$ cat src/rtl/dmem_lsu.sv
// dmem_lsu: load/store unit between the pipeline MEM stage and a word-wide data memory.
// Byte/half/word loads with sign or zero extension; sub-word stores use read-modify-write.
// One request in flight at a time. The pipeline stalls while req_ready is low.
//
// Ports
//   clk, rst                  clock and synchronous active-high reset
//   req_valid/req_ready       request handshake; accepted only in the idle state
//   req_we, req_size          1 = store; size 00 = byte, 01 = half, 10 = word, 11 = illegal
//   req_unsigned              zero-extend loads when 1, sign-extend when 0
//   req_addr, req_wdata       byte address and right-aligned store data
//   resp_valid/err/rdata      one-cycle completion pulse with error flag and load result
//   mem_addr/wdata/we/rdata   word-aligned memory port; mem_rdata is combinational
module dmem_lsu #(
  parameter int unsigned ADDR_W        = 32,
  parameter bit          MISALIGN_TRAP = 1'b1
) (
  input  logic              clk,
  input  logic              rst,
  input  logic              req_valid,
  output logic              req_ready,
  input  logic              req_we,
  input  logic [1:0]        req_size,
  input  logic              req_unsigned,
  input  logic [ADDR_W-1:0] req_addr,
  input  logic [31:0]       req_wdata,
  output logic              resp_valid,
  output logic              resp_err,
  output logic [31:0]       resp_rdata,
  output logic [ADDR_W-1:0] mem_addr,
  output logic [31:0]       mem_wdata,
  output logic              mem_we,
  input  logic [31:0]       mem_rdata
);

  typedef enum logic [1:0] {StIdle, StRd, StWr, StResp} state_e;

  state_e state_q, state_d;

  logic              we_q;
  logic [1:0]        size_q;
  logic              uns_q;
  logic [ADDR_W-1:0] addr_q;
  logic [31:0]       wdata_q;
  logic [31:0]       word_q;
  logic              err_q;

  logic              illegal, misalign, req_err;
  logic [ADDR_W-1:0] addr_eff;

  // Request decode: errors and the effective address when misalignment is not trapped.
  always_comb begin
    illegal  = (req_size == 2'b11);
    misalign = ((req_size == 2'b01) && req_addr[0]) ||
               ((req_size == 2'b10) && (req_addr[1:0] != 2'b00));
    req_err  = illegal || (MISALIGN_TRAP && misalign);
    addr_eff = req_addr;
    if (!MISALIGN_TRAP) begin
      if (req_size == 2'b01) addr_eff[0] = 1'b0;
      if (req_size == 2'b10) addr_eff[1:0] = 2'b00;
    end
  end

  always_ff @(posedge clk) begin
    if (rst) begin
      state_q <= StIdle;
      we_q    <= 1'b0;
      size_q  <= 2'b00;
      uns_q   <= 1'b0;
      addr_q  <= '0;
      wdata_q <= 32'h0;
      word_q  <= 32'h0;
      err_q   <= 1'b0;
    end else begin
      state_q <= state_d;
      if ((state_q == StIdle) && req_valid) begin
        we_q    <= req_we;
        size_q  <= req_size;
        uns_q   <= req_unsigned;
        addr_q  <= addr_eff;
        wdata_q <= req_wdata;
        err_q   <= req_err;
      end
      if (state_q == StRd) word_q <= mem_rdata;
    end
  end

  always_comb begin
    state_d = state_q;
    unique case (state_q)
      StIdle: begin
        if (req_valid) begin
          if (req_err)                               state_d = StResp;
          else if (!req_we || (req_size != 2'b10))   state_d = StRd;
          else                                       state_d = StWr;
        end
      end
      StRd:    state_d = we_q ? StWr : StResp;
      StWr:    state_d = StResp;
      StResp:  state_d = StIdle;
      default: state_d = StIdle;
    endcase
  end

  logic [7:0]  byte_sel;
  logic [15:0] half_sel;
  logic [31:0] load_val;
  logic [31:0] merged;

  // Lane extraction for loads and lane replacement for sub-word stores (little-endian).
  always_comb begin
    byte_sel = word_q[{addr_q[1:0], 3'b000} +: 8];
    half_sel = word_q[{addr_q[1], 4'b0000} +: 16];
    unique case (size_q)
      2'b00:   load_val = uns_q ? {24'h0, byte_sel} : {{24{byte_sel[7]}}, byte_sel};
      2'b01:   load_val = uns_q ? {16'h0, half_sel} : {{16{half_sel[15]}}, half_sel};
      default: load_val = word_q;
    endcase

    merged = word_q;
    unique case (size_q)
      2'b00:   merged[{addr_q[1:0], 3'b000} +: 8] = wdata_q[7:0];
      2'b01:   merged[{addr_q[1], 4'b0000} +: 16] = wdata_q[15:0];
      default: merged = wdata_q;
    endcase
  end

  always_comb begin
    req_ready  = (state_q == StIdle);
    resp_valid = (state_q == StResp);
    resp_err   = resp_valid && err_q;
    resp_rdata = (resp_valid && !we_q && !err_q) ? load_val : 32'h0;
    mem_addr   = {addr_q[ADDR_W-1:2], 2'b00};
    // Gating with rst drops the write if reset lands on the WR cycle.
    mem_we     = (state_q == StWr) && !rst;
    mem_wdata  = (state_q == StWr) ? merged : 32'h0;
  end

endmodule

$ cat config.mk
export PLATFORM = sky130hd
export DESIGN_NAME = dmem_lsu
export DESIGN_NICKNAME = d
export VERILOG_FILES = /design/src/rtl/dmem_lsu.sv
export SDC_FILE = /design/constraint.sdc
export NUM_CORES = 1
export LEC_CHECK = 0
export CORE_UTILIZATION = 50
export DETAILED_ROUTE_END_ITERATION = 16
export MAX_ROUTING_LAYER = met4
export PLACE_DENSITY = 0.91
export SETUP_SLACK_MARGIN = 0.15
export SKIP_CTS_REPAIR_TIMING = 1
export SYNTH_ARGS = -nofsm -noshare
export SYNTH_HDL_FRONTEND = slang
export SYNTH_SLANG_ARGS = --single-unit
export TNS_END_PERCENT = 20
$ cat constraint.sdc
create_clock -name clk -period 6.1 [get_ports clk]
set_input_delay 1.22 -clock clk [delete_from_list [all_inputs] [get_ports clk]]
set_output_delay 1.22 -clock clk [all_outputs]
set_load 0.05 [all_outputs]
==> parameters.txt, run 1 <==
Parameter                              Value

Run status
  Run status ... finished, final reports clean

Global routing
  Maximum number of pins on one net before global-route repair ... 70
  Overflow after GRT ... 0
  Number of antenna violations at the first check in global routing ... 0
  GRT Resource Usage Total ... 32.5%
  First-pass GRT wire length ... roughly 29,000 um
  Number of global-route vias before repair ... approximately 5.6k

CTS
  Number of buffers created by CTS ... 9
  Max H-tree Level ... 3
  Clock input transition at the sequential cells of the worst setup and hold paths ... around 70 ps
  Clock tree from TritonCTS ... built
  Clock Tree Root ... clkbuf_16
  Later-pin clock latency in the skew report ... approximately 360 ps
  Maximum buffer depth of the clock tree ... 2
  Clk sink count ... 103

Floorplan
  Chip width ... 110 um
  Number of top-level design ports ... ~200
  Die Area ... about 12,000 um2
  Die height ... roughly 110 um
  Initial core utilization ... 51.2%
  Row count ... 39
  Floorplan core area ... ~11,000 um2

Power
  Power share of the clock group ... between 20 and 25%
  Total power divided by cell area ... between 300 and 400 nW/um2
  Static Leak ... ~2.8 nW
  Switching power as a share of total power ... 43.4%
  Comb pwr share ... between 40% and 50%
  Switching power ... 1.29 mW
  Maximum vdd ir drop ... between 0.2 and 0.3 mV
  Design internal power ... about 1.7 mW
  Sequential fraction of design power ... between 30% and 40%

Worst setup path
  Type of origin of the critical path ... flop
  Worst Setup End Kind ... output port
  Startpoint-to-endpoint class of the critical path ... reg2out
  Critical path peak fanout ... 15
  Launch instance of the worst register-to-register path ... state_q[1]
  Required @ worst endpoint ... roughly 4900 ps
  Timing endpoint of the critical path ... mem_wdata[3]
  Critical path startpoint ... addr_q[0]
  Endpoint of the lowest-slack register-to-register path ... err_q
  Arrival @ worst endpoint ... approximately 3700 ps
  Count of cells along the worst register-to-register path ... 6
  Minimum setup slack among reg-to-reg paths ... roughly 3900 ps

Cells and area
  Ant. Diodes ... 0
  Fillcell total ... about 940
  Fraction of final layout cells sized beyond drive strength 1 ... about 5.3%
  Area growth from synthesis to final layout ... 35.7%
  Total Nets Final ... just under 1k
  Filler-free cell count of the finished design ... around 1,000
  Final standard cell area without fillers ... 7900 um2

Drt
  Routed metal-1 wire length ... around 7400 um
  Average wire per cell in the routed design ... around 19 um
  DRC violation total after the first TritonRoute iteration ... between 600 and 700
  Highest routed metal layer ... met4
  Total Routed Length ... 18,700 um
  DR WL met3 ... around 2100 um
  Number of iterations in the first detailed-routing pass ... 8
  Number of vias per cell ... slightly below 6
  Via count ... slightly below 6k
  Met2 WL post-DR ... about 8500 um
  DRC ... 0
  Antenna Violating Nets Remaining ... 0

STA
  Worst-case hold slack ... between 400 and 500 ps
  Hold Vio Cnt, Final ... 0
  Total negative setup slack ... 0 ps
  FMAX ... about 200 MHz
  Share of the clock period used by the worst path ... between 80% and 90%
  Unrepaired setup endpoints after global routing ... no
  Worst Slack Setup Final ... 1140 ps
  Final setup violating endpoints ... 0
  Shortest clock period the worst path allows after layout ... slightly below 5000 ps
  Actual slew at the worst max-slew pin ... between 1000 and 1500 ps
  Max Transition Viols Final ... 0
  Relative slew slack ... 30.3%
  Worst clock skew on the final layout ... 6.91 ps

Synth
  Number of warning messages in the yosys log ... 0
  Cell types with the highest counts after synthesis ... nand2_1 (153), dfxtp_1 (103), a21oi_1 (73)
  Synthesized area per cell ... 8.05 um2
  Multiplexer area fraction after synthesis ... 11.4%
  Area share of the largest cell type after synthesis ... between 30% and 40%
  Post-Syn Area ... slightly below 6000 um2
  Post-synth EDFFs ... 0
  Gate count of the mapped netlist ... roughly 720
  Share of async-settable or async-resettable flops after synthesis ... 0%
  Complex-gate fraction of the synthesized area ... between 20% and 30%
  Most instantiated library cell after synthesis ... nand2_1
  Most area-consuming cells after synthesis ... dfxtp_1 (35%), nand2_1 (9.9%), mux2i_1 (8.4%)
  Top cell type by total area after synthesis ... dfxtp_1
  Post-synthesis adder-cell area fraction ... a little under 2%
  Seq/Total Area, Yosys ... around 35%
  Simple-gate share of the synthesized area ... 19.2%
  Share of the synthesized netlist area taken by xor and xnor gates ... 0%
  Register bit total from synthesis ... about 100
  Combinational family with the most area after synthesis ... compound AO/OA/AOI/OAI gates
  Commonest register cell after synthesis ... dfxtp_1
  Number of distinct standard cells referenced by the synthesized netlist ... 42

Placed design
  Number of placed instances, taps included ... 983
  Number of port buffers ... 200
  GP Congestion ... just under 1
  Post-Place Cell Area ... 7570 um2
  Worst setup timing slack at the placement stage ... around 1500 ps
  Hpwl dp ... about 13,000 um

Hold path
  Worst hold path startpoint ... addr_q[2]
  Class of the most critical hold timing path ... reg2reg

Flow run
  # Max-Cap Violations ... 0
## worst max-delay path, cell delays in order (launching register included)
cell	delay, ps
dfxtp_1	860
inv_2	240
ha_1	410
nor3_2	490
a221oi_1	150
a211oi_1	340
clkdlybuf4s50_1	870
## how the worst min path moves through the flow
stage | end | slack [ps] | cells past startpoint
global placement | addr_q[22] | 440 | 2
global route | addr_q[16] | 480 | 2
CTS | addr_q[11] | 460 | 2
floorplan | wdata_q[19] | 440 | 2
finish | addr_q[2] | 460 | 2
detailed placement | addr_q[11] | 450 | 2
## metrics by stage
step / utilization (%) / power (mW)
3_3_place_gp: 66.5 / 2.30
4_1_cts: 69.5 / 2.98
5_1_grt: 69.5 / 3.13
3_5_place_dp: 66.5 / 2.32
2_1_floorplan: - / 1.96
6_report: 69.5 / 2.98
## placed cells by master (no fill, tap or decap), types with 2 or more instances in the layout
cell | netlist | routed
a211oi_1 | 6 | 6
a21o_1 | 16 | 16
a21oi_1 | 73 | 73
a221o_1 | 8 | 8
a221oi_1 | 24 | 24
a222oi_1 | 8 | 8
a22o_1 | 15 | 15
buf_4 | 32 | 8
bufinv_16 | 0 | 2
clkbuf_16 | 0 | 9
clkdlybuf4s50_1 | 0 | 199
clkinv_1 | 2 | 2
conb_1 | 1 | 2
dfxtp_1 | 103 | 103
ha_1 | 9 | 8
inv_1 | 11 | 11
mux2i_1 | 49 | 49
mux4_2 | 7 | 7
nand2_1 | 153 | 152
nand2b_1 | 3 | 3
nor2_1 | 56 | 56
nor2b_1 | 20 | 20
nor3_1 | 8 | 8
nor3_2 | 2 | 2
nor4_4 | 3 | 3
o211ai_1 | 4 | 4
o21ai_0 | 22 | 22
o221ai_1 | 2 | 2
o22ai_1 | 13 | 13
or2_2 | 2 | 2
## cells by family (layout without fill, tap and decap cells)
logic type / Yosys count / in the layout
buffers and inverters: 105 / 237
other: 1 / 2
DFF: 103 / 103
adders and majority gates: 9 / 9
muxes: 57 / 57
AOI/OAI and AO/OA: 194 / 194
and+or+nand+nor: 254 / 254
## layer usage
layer  vias to the layer above  GRT usage, %
li1                       2762             -
met1                      2741          39.1
met2                       369          50.4
met3                        56          9.25
met4                         0          14.3
met5                         -             -
## power by group through the flow
stage	Clock [mW]	Combinational, mW	Sequential (mW)
after detailed placement	0	1.32	1.00
after floorplan	0	1.05	0.908
after CTS	0.658	1.33	0.989
final	0.647	1.34	1.00
after global placement	0	1.30	0.998
after global routing	0.681	1.44	1.01
## registers in the layout (all words and copies together) (netlist names)
name / count
wdata_q: 32
we_q: 1
err_q: 1
word_q: 32
uns_q: 1
state_q: 2
size_q: 2
addr_q: 32
## final cells by class
| type | instances | area [um2] | area share, % |
|---|---|---|---|
| Clock buffer | 11 | 243 | 3.07 |
| Clock inverter | 5 | 87.6 | 1.11 |
| Inverter | 14 | 52.6 | 0.666 |
| Multi-Input combinational cell | 516 | 3220 | 40.8 |
| Sequential cell | 103 | 2060 | 26.1 |
| Tap cell | 143 | 179 | 2.27 |
| Timing Repair Buffer | 207 | 2050 | 26.0 |
Note: power is estimated with default switching activity, not from simulation.
==> inputs of run 2 (changes only) <==
Settings changed: CORE_UTILIZATION 50 to 46, PLACE_DENSITY 0.91 to 0.85.
Clock period 6.1 ns to 5.17 ns, I/O delays scaled along.
==> run 2 against run 1 <==
Worst setup slack worse by 380 ps; final cell count is 2.5% higher; sequential power is 19% higher; routed wire length is 2.9% lower; clock power is 16% higher; die area is 8.5% higher; critical endpoint is now resp_rdata[23].
==> parameters.txt, run 2 (synthesized netlist as in run 1, its figures left out) <==
Parameter                              Value

Run status
  Run status ... finished, final reports clean

Hold path
  Class of the most critical hold timing path ... reg2reg
  Depth of the worst hold-timing path ... 2
  Worst Hold Path EP ... addr_q[10]
  Worst hold path startpoint ... addr_q[10]

CTS
  Max H-tree Level ... 3
  Clock tree from TritonCTS ... built
  Maximum buffer depth of the clock tree ... 2
  Clock input transition at the sequential cells of the worst setup and hold paths ... 70 ps
  Clock Tree Root ... clkbuf_16
  Clk sink count ... 103
  Number of buffers created by CTS ... 9
  Later-pin clock latency in the skew report ... between 300 and 400 ps

Drt
  Via count ... roughly 5.7k
  DRC violation total after the first TritonRoute iteration ... a little over 500
  Number of vias per cell ... between 5 and 6
  Antenna Violating Nets Remaining ... 0
  DRC ... 0
  Total Routed Length ... 18,100 um
  Average wire per cell in the routed design ... about 18 um
  Number of iterations in the first detailed-routing pass ... 8

Placed design
  Hpwl dp ... approximately 13,000 um
  Number of placed instances, taps included ... ~1k
  GP Congestion ... approximately 1.0
  Post-Place Cell Area ... ~7500 um2
  Number of port buffers ... 200

Floorplan
  Number of top-level design ports ... 203
  Die Area ... 13,100 um2
  Row count ... 40
  Initial core utilization ... a little under half
  Chip width ... ~110 um
  Floorplan core area ... 12,200 um2
  Die height ... ~110 um

Power
  Sequential fraction of design power ... roughly 34%
  Switching power as a share of total power ... roughly 43%
  Design internal power ... approximately 2 mW
  Total power divided by cell area ... about 440 nW/um2
  Maximum vdd ir drop ... ~0.28 mV
  Comb pwr share ... 44.4%
  Power share of the clock group ... ~22%
  Static Leak ... roughly 2.9 nW
  Switching power ... between 1.5 and 2 mW

Cells and area
  Total Nets Final ... ~960
  Area growth from synthesis to final layout ... 34.8%
  Final standard cell area without fillers ... 7850 um2
  Largest registers ... addr_q (32), wdata_q (32), word_q (32)
  Filler-free cell count of the finished design ... 1,024
  Fillcell total ... roughly 1.1k
  Most frequent standard cell in the layout excluding fill and tap cells ... clkdlybuf4s50_1
  Most frequent cells in the layout ... clkdlybuf4s50_1 (167), nand2_1 (152), dfxtp_1 (103)
  Ant. Diodes ... 0
  Fraction of final layout cells sized beyond drive strength 1 ... about 9.0%

Worst setup path
  Critical path peak fanout ... 16
  Endpoint of the lowest-slack register-to-register path ... state_q[0]
  Required @ worst endpoint ... between 4000 and 5000 ps
  Worst Setup End Kind ... output port
  Type of origin of the critical path ... flop
  Count of cells along the worst register-to-register path ... 6
  Arrival @ worst endpoint ... roughly 3400 ps
  Launch instance of the worst register-to-register path ... state_q[1]
  Minimum setup slack among reg-to-reg paths ... 2970 ps
  Startpoint-to-endpoint class of the critical path ... reg2out

STA
  Shortest clock period the worst path allows after layout ... about 4400 ps
  Hold Vio Cnt, Final ... 0
  Share of the clock period used by the worst path ... approximately 85%
  Unrepaired setup endpoints after global routing ... no
  Worst clock skew on the final layout ... 8.50 ps
  FMAX ... between 200 and 250 MHz
  Max Transition Viols Final ... 0
  Total negative setup slack ... 0 ps
  Relative slew slack ... 31.9%
  Worst-case hold slack ... about 450 ps
  Actual slew at the worst max-slew pin ... approximately 1000 ps
  Final setup violating endpoints ... 0

Global routing
  Maximum number of pins on one net before global-route repair ... 73
  GRT Resource Usage Total ... between 20% and 30%
  Number of global-route vias before repair ... around 5.5k
  Number of antenna violations at the first check in global routing ... 0
  First-pass GRT wire length ... between 20,000 and 30,000 um
  Overflow after GRT ... 0

Flow run
  # Max-Cap Violations ... 0
-- run 2: cell count changes in the layout (fill, tap and decap cells not counted), sizes merged --
cell | previous run | this run
buf | 8 | 40
clkdlybuf4s50 | 199 | 167
clkinv | 2 | 3
clkinvlp | 1 | 0
-- run 2: worst max path at each step --
stage                     startpoint             end  slack (ps)
after global routing       addr_q[0]  resp_rdata[17]         580
after global placement     addr_q[0]  resp_rdata[29]        1210
after detailed placement   addr_q[0]  resp_rdata[16]        1150
final                      addr_q[0]  resp_rdata[23]         760
after floorplan            addr_q[1]    mem_wdata[0]        1220
after CTS                  addr_q[0]  resp_rdata[16]         760
-- run 2: metrics by stage --
stage / total power [mW] / util [%] / setup WS, ps
after floorplan: 2.32 / - / 1220
after global placement: 2.71 / 61.8 / 1210
after detailed placement: 2.73 / 61.8 / 1150
after CTS: 3.49 / 64.5 / 762
after global routing: 3.67 / 64.5 / 577
final: 3.49 / 64.5 / 763
-- run 2: worst max-delay path, stage by stage (launching register included) --
cell and delay (ps):
dfxtp_1 880, nor2_1 210, a2111oi_4 970, a21o_1 140
clkdlybuf4s50_1 810
-- run 2: cell type report --
class / instances / area [um2] / area share (%)
Timing Repair Buffer: 207 / 1970 / 25.1
Inverter: 14 / 52.6 / 0.670
Clock buffer: 11 / 243 / 3.09
Clock inverter: 5 / 86.3 / 1.10
Multi-Input combinational cell: 516 / 3220 / 41.0
Sequential cell: 103 / 2060 / 26.3
Tap cell: 168 / 210 / 2.68
-- run 2: power groups by stage --
stage | logic, mW | clock network [mW] | registers (mW)
2_1_floorplan | 1.24 | 0 | 1.07
3_3_place_gp | 1.52 | 0 | 1.19
3_5_place_dp | 1.54 | 0 | 1.19
4_1_cts | 1.55 | 0.762 | 1.18
5_1_grt | 1.67 | 0.791 | 1.20
6_report | 1.55 | 0.751 | 1.19
-- run 2: metal layers --
layer	track usage, %	up-vias	wire length (um)
li1	-	2767	-
met4	13.4	0	653
met5	-	-	0
met2	44.2	268	8240
met1	36.3	2626	7550
met3	7.36	58	1670
==> inputs of run 3 (changes only) <==
Settings changed: ABC_AREA set to 1, CORE_UTILIZATION 46 to 47, PLACE_DENSITY 0.85 to not set, PLACE_DENSITY_LB_ADDON set to 0.2.
==> run 3 against run 2 <==
Via count is 17% higher; largest cell class unchanged; largest power group unchanged; critical endpoint is now mem_wdata[22]; fmax fell by 5.7%; clock skew down 3.8 ps; global-route usage increased by 1.3 points; first-iteration DRC count is 26% higher; register-to-register slack improved by 130 ps; clock power is 2% higher; count of clock-buffer cells in the layout decreased by 1; hold slack improved by 28 ps.
==> parameters.txt, run 3 <==
Parameter                              Value

CTS
  Maximum buffer depth of the clock tree ... 2
  Number of buffers created by CTS ... 9
  Later-pin clock latency in the skew report ... 360 ps
  Clk sink count ... between 100 and 150
  Clock tree from TritonCTS ... built
  Clock input transition at the sequential cells of the worst setup and hold paths ... approximately 70 ps
  Max H-tree Level ... 3
  Clock Tree Root ... clkbuf_16

Worst setup path
  Critical path peak fanout ... 15
  Count of cells along the worst register-to-register path ... 6
  Worst Setup End Kind ... output port
  Type of origin of the critical path ... flop
  Launch instance of the worst register-to-register path ... state_q[0]
  Arrival @ worst endpoint ... 3640 ps
  Minimum setup slack among reg-to-reg paths ... slightly above 3000 ps
  Critical path startpoint ... addr_q[1]
  Timing endpoint of the critical path ... mem_wdata[22]
  Required @ worst endpoint ... 4140 ps
  Endpoint of the lowest-slack register-to-register path ... state_q[0]
  Startpoint-to-endpoint class of the critical path ... reg2out

Synth
  Top cell type by total area after synthesis ... dfxtp_1
  Share of async-settable or async-resettable flops after synthesis ... 0%
  Post-synth EDFFs ... 0
  Gate count of the mapped netlist ... 926
  Most area-consuming cells after synthesis ... dfxtp_1 (34%), o21ai_0 (14%), nor2_1 (13%)
  Cell types with the highest counts after synthesis ... nor2_1 (213), o21ai_0 (165), dfxtp_1 (103)
  Seq/Total Area, Yosys ... ~34%
  Synthesized area per cell ... roughly 6.6 um2
  Commonest register cell after synthesis ... dfxtp_1
  Most instantiated library cell after synthesis ... nor2_1
  Number of warning messages in the yosys log ... 0
  Register bit total from synthesis ... about 100
  Area share of the largest cell type after synthesis ... 33.9%
  Post-Syn Area ... 6080 um2
  Number of distinct standard cells referenced by the synthesized netlist ... 33

Floorplan
  Floorplan core area ... 12,600 um2
  Die height ... between 100 and 150 um
  Number of top-level design ports ... 203
  Row count ... between 40 and 50
  Chip width ... 116 um
  Initial core utilization ... around half
  Die Area ... 13,400 um2

Flow run
  # Max-Cap Violations ... 0

Power
  Static Leak ... between 3 and 4 nW
  Maximum vdd ir drop ... roughly 0.26 mV
  Total power divided by cell area ... 415 nW/um2

Drt
  Number of iterations in the first detailed-routing pass ... 5
  DRC violation total after the first TritonRoute iteration ... roughly 650
  Antenna Violating Nets Remaining ... 0
  Average wire per cell in the routed design ... roughly 16 um
  DRC ... 0
  Number of vias per cell ... 5.48
  Via count ... 6,718
  Total Routed Length ... a little under 20,000 um

STA
  Total negative setup slack ... 0 ps
  Share of the clock period used by the worst path ... 90.3%
  Final setup violating endpoints ... 0
  Unrepaired setup endpoints after global routing ... no
  Relative slew slack ... 43.8%
  Max Transition Viols Final ... 0
  Worst-case hold slack ... between 400 and 500 ps
  Worst clock skew on the final layout ... between 4 and 5 ps
  Actual slew at the worst max-slew pin ... approximately 840 ps
  Shortest clock period the worst path allows after layout ... roughly 4700 ps
  Hold Vio Cnt, Final ... 0
  FMAX ... ~210 MHz

Cells and area
  Most frequent standard cell in the layout excluding fill and tap cells ... nor2_1
  Area growth from synthesis to final layout ... 33.4%
  Sequential standard cell area ... about 2100 um2
  Ant. Diodes ... 0
  Fillcell total ... 1,185
  Largest registers ... addr_q (32), wdata_q (32), word_q (32)
  Post-route core utilization ... ~64%
  Fraction of final layout cells sized beyond drive strength 1 ... 5.03%
  Multi-input gate area ... approximately 3300 um2
  Most frequent cells in the layout ... nor2_1 (213), clkdlybuf4s50_1 (200), o21ai_0 (165)
  Total Nets Final ... 1,162

Global routing
  Number of antenna violations at the first check in global routing ... 0
  GRT Resource Usage Total ... 30.4%
  Maximum number of pins on one net before global-route repair ... 75
  Number of global-route vias before repair ... between 6k and 7k
  Overflow after GRT ... 0
  First-pass GRT wire length ... about 31,000 um

Run status
  Run status ... finished, final reports clean

Placed design
  Number of port buffers ... 200
  GP Congestion ... between 0.9 and 1
  Hpwl dp ... between 10,000 and 15,000 um

Hold path
  Class of the most critical hold timing path ... reg2reg
  Depth of the worst hold-timing path ... 2
[run 3: cell types whose count changed after synthesis, sizes merged, moves of 20 or more]
cell | previous run | this run
a221oi | 24 | 0
inv | 12 | 42
mux2i | 49 | 0
nand2 | 153 | 97
nand3 | 1 | 45
nor2 | 56 | 226
nor2b | 20 | 0
o21ai | 22 | 174
[run 3: critical path, stage by stage, from the launching register on]
cell	delay (ps)
dfxtp_1	720
inv_2	70
ha_1	470
inv_1	190
nor2_1	510
nand3_1	130
a21oi_1	150
nor2_1	60
nor2_1	90
clkdlybuf4s50_1	880
[run 3: how the worst min path moves through the flow]
stage,start,endpoint,slack [ps]
2_1_floorplan,err_q,err_q,450
3_3_place_gp,addr_q[4],addr_q[4],460
3_5_place_dp,wdata_q[22],wdata_q[22],470
4_1_cts,addr_q[7],addr_q[7],490
5_1_grt,addr_q[18],addr_q[18],500
6_report,addr_q[4],addr_q[4],480
[run 3: layout make-up]
cell class	count	share of cell area (%)
clock buffers	10	2.95
clock inverters	5	1.10
inverters	45	2.18
multi-input cells	683	40.3
flip-flops and latches	103	25.4
well taps	172	2.65
repair buffers	208	25.4
[run 3: per-stage QoR]
step / cell area (um2) / setup WS (ps) / instances / power [mW]
global placement: 7780 / 1050 / 1211 / 2.57
CTS: 8110 / 576 / 1226 / 3.36
finish: 8110 / 499 / 1226 / 3.37
floorplan: 6080 / 1690 / 927 / 2.22
detailed placement: 7780 / 988 / 1211 / 2.59
global route: 8110 / 225 / 1226 / 3.56
[run 3: power by group]
group / internal (mW) / total (mW) / switching, mW
sequential: 0.957 / 1.15 / 0.194
combinational: 0.474 / 1.45 / 0.974
clock: 0.442 / 0.769 / 0.327
total: 1.87 / 3.37 / 1.49
[run 3: kinds of logic after synthesis]
family | synth area share, %
AOI/OAI and AO/OA | 26.4
adders and majority gates | 1.85
buffers and inverters | 12.5
DFF | 33.9
other | 0.0617
and+or+nand+nor | 25.3
[run 3: metal layers]
metal	global-route usage [%]	wire length (um)
met1	39.6	8330
met2	45.7	8560
met3	7.32	2040
met4	11.1	525
met5	-	0
